`src/rtl/pixel_stream_fetch.sv`:
```
// Memory-to-channel fetch buffer: sequential frame reads into a small FIFO,
// head word handed to NUM_CH channels in round-robin or broadcast fashion.
module pixel_stream_fetch #(
  parameter int unsigned DATA_W    = 32,
  parameter int unsigned DEPTH     = 4,
  parameter int unsigned NUM_CH    = 3,
  parameter int unsigned NUM_ADDRS = 115200,
  parameter int unsigned ADDR_W    = 17
) (
  input  logic                     clk,
  input  logic                     rst,
  input  logic                     restart,
  input  logic                     bcast,
  input  logic [DATA_W-1:0]        in_data,
  input  logic                     in_rts,
  output logic                     in_rtr,
  output logic [ADDR_W-1:0]        mem_ptr,
  output logic [DATA_W-1:0]        out_data,
  output logic [NUM_CH-1:0]        out_rts,
  input  logic [NUM_CH-1:0]        out_rtr,
  output logic                     frame_done,
  output logic [$clog2(DEPTH):0]   level
);

  localparam int unsigned PTR_W = $clog2(DEPTH) + 1;
  localparam int unsigned IDX_W = PTR_W - 1;

  typedef enum logic {
    MODE_RR    = 1'b0,
    MODE_BCAST = 1'b1
  } mode_t;

  logic [DATA_W-1:0] queue [DEPTH];

  logic [PTR_W-1:0]  rd_q, rd_d;
  logic [PTR_W-1:0]  wr_q, wr_d;
  logic [ADDR_W-1:0] mem_ptr_q, mem_ptr_d;
  logic [NUM_CH-1:0] ch_sel_q, ch_sel_d;
  logic [NUM_CH-1:0] served_q, served_d;
  mode_t             mode_q, mode_d;
  logic              frame_done_q, frame_done_d;

  logic              empty;
  logic              full;
  logic              push;
  logic              pop;
  logic              last_addr;
  logic [NUM_CH-1:0] xfc;
  logic [NUM_CH-1:0] served_merge;

  // The extra wrap bit distinguishes full from empty when the indices match.
  assign empty = (rd_q == wr_q);
  assign full  = (rd_q[IDX_W-1:0] == wr_q[IDX_W-1:0]) && (rd_q[PTR_W-1] != wr_q[PTR_W-1]);

  assign in_rtr     = ~full;
  assign level      = wr_q - rd_q;
  assign mem_ptr    = mem_ptr_q;
  assign frame_done = frame_done_q;
  assign out_data   = queue[rd_q[IDX_W-1:0]];

  always_comb begin
    if (mode_q == MODE_BCAST) begin
      out_rts = {NUM_CH{~empty}} & ~served_q;
    end else begin
      out_rts = {NUM_CH{~empty}} & ch_sel_q;
    end
  end

  assign xfc          = out_rts & out_rtr;
  assign served_merge = served_q | xfc;
  assign last_addr    = (mem_ptr_q == ADDR_W'(NUM_ADDRS - 1));

  // NOTE: every variable driven here gets a default first, so no path leaves
  // it unassigned and no latch is inferred.
  always_comb begin
    rd_d         = rd_q;
    wr_d         = wr_q;
    mem_ptr_d    = mem_ptr_q;
    ch_sel_d     = ch_sel_q;
    served_d     = served_q;
    mode_d       = mode_q;
    frame_done_d = 1'b0;
    push         = 1'b0;
    pop          = 1'b0;

    if (restart) begin
      rd_d      = '0;
      wr_d      = '0;
      mem_ptr_d = '0;
      served_d  = '0;
      ch_sel_d  = NUM_CH'(1);
      mode_d    = mode_t'(bcast);
    end else begin
      push = in_rts & ~full;

      if (mode_q == MODE_RR) begin
        pop = |(xfc & ch_sel_q);
        if (pop) begin
          ch_sel_d = (ch_sel_q << 1) | (ch_sel_q >> (NUM_CH - 1));
        end
      end else if (|xfc) begin
        // The head word retires only once every channel has taken it.
        if (&served_merge) begin
          pop      = 1'b1;
          served_d = '0;
        end else begin
          served_d = served_merge;
        end
      end

      if (push) begin
        wr_d         = wr_q + PTR_W'(1);
        mem_ptr_d    = last_addr ? '0 : mem_ptr_q + ADDR_W'(1);
        frame_done_d = last_addr;
      end

      if (pop) begin
        rd_d = rd_q + PTR_W'(1);
      end
    end
  end

  // NOTE: sequential state uses non-blocking assignments so every register
  // samples the pre-edge values regardless of statement order.
  always_ff @(posedge clk or posedge rst) begin
    if (rst) begin
      rd_q         <= '0;
      wr_q         <= '0;
      mem_ptr_q    <= '0;
      ch_sel_q     <= NUM_CH'(1);
      served_q     <= '0;
      mode_q       <= MODE_RR;
      frame_done_q <= 1'b0;
    end else begin
      rd_q         <= rd_d;
      wr_q         <= wr_d;
      mem_ptr_q    <= mem_ptr_d;
      ch_sel_q     <= ch_sel_d;
      served_q     <= served_d;
      mode_q       <= mode_d;
      frame_done_q <= frame_done_d;
    end
  end

  // NOTE: queue storage has no reset; its contents are only observed behind
  // the pointers, which are reset.
  always_ff @(posedge clk) begin
    if (push) begin
      queue[wr_q[IDX_W-1:0]] <= in_data;
    end
  end

endmodule

```
`config.mk`:
```
export PLATFORM = sky130hd
export DESIGN_NAME = pixel_stream_fetch
export DESIGN_NICKNAME = d
export VERILOG_FILES = /design/src/rtl/pixel_stream_fetch.sv
export SDC_FILE = /design/constraint.sdc
export NUM_CORES = 1
export LEC_CHECK = 0
export ABC_AREA = 1
export ABC_CLOCK_PERIOD_IN_PS = 3640
export CAP_MARGIN = 30
export CORE_MARGIN = 3
export CORE_UTILIZATION = 54
export CTS_CLUSTER_SIZE = 10
export DETAILED_ROUTE_END_ITERATION = 6
export MAX_ROUTING_LAYER = met4
export PLACE_DENSITY = 0.79
export SYNTH_ARGS = -nofsm -noshare
export SYNTH_HDL_FRONTEND = slang
export SYNTH_SLANG_ARGS = --single-unit
export TNS_END_PERCENT = 5
```
`constraint.sdc`:
```
create_clock -name clk -period 3.64 [get_ports clk]
set_input_delay 0.91 -clock clk [delete_from_list [all_inputs] [get_ports clk]]
set_output_delay 0.91 -clock clk [all_outputs]
set_load 0.01 [all_outputs]
```
==> out/metrics.cfg <==
[run_status]
status=finished clean

[die]
rows=40
io_pins=97
core-area_um2=12110
die_w_um=117.6
die_area_um2=13820
start_util=0.5549
die_height_um=117.6

[sta]
relSlewSlack=0.5438
period_minus_slack_ps=3490
timing.setup.tns_ps=0
hold_viol=0
rsz0062_at_grt=no
setup_violations=0
timing.final.crit_share=0.9589
skew_ps=11.29
timing.final.max_slew_violations=0
fmaxAchievable_mhz=286.5
tightest_slew_ps=680.1

[critical_path]
cp_max_fo=26
worstPathRequired_ps=2730
startpoint_type=flip-flop
path_class=flip-flop to output port
worst_ep_arrival_time_ps=2580
cp-end-kind=output port

[yosys]
ys_warn_count=0
synth_top_area_cell=edfxtp_1
ys_seq_elements=159
ys_top_cells_by_area=edfxtp_1 57%, dfrtp_1 11%, o21ai_0 5.8%
synth_area_um2=6720
syn_nets=618
syn_avg_cell_area_um2=11.81
synth_cell_types=36
synth_seq_area_share=0.6876
yosysTopAreaCellShare=0.5720
synth_cells=569

[final_layout]
antennaDiodeCount=0
drive_gt1_frac=0.1147
instances_no_fill=857
multiInputGateArea_um2=1862
fin_nets=725
nFillCells=832
area_growth_pct=27.43
seq_area_um2=4622
stdcell_area_um2=8563

[placement]
place_area_um2=7966
place.detailed.instances=825
routabilityCongestion=0.9055
dpl.hpwl_um=9315
port_buffers=96

[cts]
ctsHoldBuffers=0
cts_tree=done
cts.sinks=159
path_clk_slew_ps=60
cts_max_level=4
clk_latency_ps=420
cts_buffers=17
clockRootBuffer=clkbuf_16
cts_resized=0
post_cts_buffers=0
cts.path.max_buffers=2

[power_and_ir_drop]
power_density_nw_per_um2=662.0
p_leak_nw=3.165
ir_drop_mv=0.4079
power.total_mw=5.669

[drt]
dr.pass1.iters=5
antenna_left=0
num_vias=4760
viasPerCell=5.554
drt_iter0_markers=468
wire_per_inst_um=16.96
drc=0
wirelength_um=14530

[grt]
grt_pass1_vias=4767
grt_start_max_net_pins=68
grt_first_pass_wirelength_um=24090
grt_usage=0.2261
globalRouteOverflowTotal=0
antenna_found_initial=0

[job]
cap_viol_max_count=0

[worst_hold_path]
hold_path.class=flip-flop to flip-flop

-- cells in the mapped netlist, drive strengths merged --
| master | n |
|---|---|
| a21oi | 2 |
| nor3 | 5 |
| clkbuf | 19 |
| o21ai | 83 |
| dfrtp | 30 |
| fa | 1 |
| nand2 | 72 |
| xor2 | 9 |
| inv | 41 |
| or2 | 1 |
| dfstp | 1 |
| edfxtp | 128 |
| buf | 4 |
| nand3 | 21 |
| o22ai | 38 |
| nand4 | 11 |
| nor2 | 89 |
| ha | 8 |
| o21bai | 2 |
| clkinv | 2 |
| a31oi | 1 |
| xnor2 | 1 |
-- worst paths after layout --
path / startpoint / end / slack, ps / depth (start not counted)
worst max-delay path: rd_q[0] / out_data[29] / 150 / 5
worst min-delay path: wr_q[2] / wr_q[2] / 500 / 1
worst max register to register: rd_q[1] / queue[0][12] / 1150 / 10
worst min register to register: wr_q[2] / wr_q[2] / 500 / 1
max in group asynchronous: rst / wr_q[0] / 2190 / 3
min in group asynchronous: rst / ch_sel_q[1] / 800 / 2
-- sequential cells by signal (all words and copies together), names as in the netlist --
name / flops
frame_done: 1
mem_ptr: 17
queue: 128
rd_q: 3
ch_sel_q: 3
served_q: 3
wr_q: 3
mode_q: 1
-- layer usage --
| layer | wire length, um | GRT usage | part of all wire | vias up |
|---|---|---|---|---|
| met4 | 195 | 0.06740 | 0.013 | 0 |
| li1 | - | - | - | 2229 |
| met1 | 6146 | 0.2823 | 0.42 | 2319 |
| met5 | 0 | - | 0 | - |
| met2 | 7247 | 0.3696 | 0.50 | 193 |
| met3 | 943 | 0.05766 | 0.065 | 19 |
-- layout by cell type (no fill, tap or decap), types with 4 or more instances in the layout --
cell             synthesis  routed
xor2_1                   9       9
clkdlybuf4s50_1          0      96
nand4_1                 10      10
edfxtp_1               128     128
inv_2                    4       4
buf_4                    0      12
clkinv_1                 2       5
o21ai_0                 78      78
nand3_1                 18      18
ha_1                     8       8
nand2_2                  9       9
clkbuf_16                0      17
o21ai_1                  4       4
nor2_1                  82      78
clkinv_4                 0       4
nor2_4                   3       7
o22ai_1                 38      38
nand2_1                 61      61
nor2_2                   4       4
inv_1                   37      37
dfrtp_1                 30      29
-- power breakdown --
part           switching (mW)  internal (mW)
Clock                   0.691           1.08
Combinational           0.984          0.794
Sequential             0.0533           2.07
Total                    1.73           3.94
-- cell families (layout without fill, tap and decap cells) --
| kind of cell | count (synthesis) | after routing | synth area share |
|---|---|---|---|
| buffers and inverters | 66 | 186 | 0.03984 |
| flip-flops | 159 | 159 | 0.6876 |
| adder cells (fa/ha/maj) | 9 | 9 | 0.01787 |
| AO/OA/AOI/OAI | 126 | 126 | 0.1030 |
| AND/OR/NAND/NOR | 199 | 199 | 0.1387 |
| XOR/XNOR | 10 | 10 | 0.01303 |
-- final cells by class --
class / count / share of cell area
clock inverter: 14 / 0.01958
multi-input combinational: 344 / 0.2174
inverter: 43 / 0.01885
sequential: 159 / 0.5397
tap: 168 / 0.02455
timing repair buffer: 111 / 0.1297
clock buffer: 18 / 0.05012
-- worst max-delay path: stages (launching register included) --
cell and delay (ps):
dfrtp_2 370, clkinv_1 540, buf_4 430, o21ai_0 180
o22ai_1 130, clkdlybuf4s50_1 500
-- metrics by stage --
stage | hold slack [ps] | worst slack (ps) | util
floorplan | 453.0 | 329.7 | -
global placement | 474.6 | 686.2 | 0.6577
detailed placement | 493.9 | 588.8 | 0.6577
CTS | 501.9 | 124.2 | 0.7070
global route | 530.6 | 8.356 | 0.7070
finish | 499.4 | 149.5 | 0.7070
Note: power is estimated with default switching activity, not from simulation.
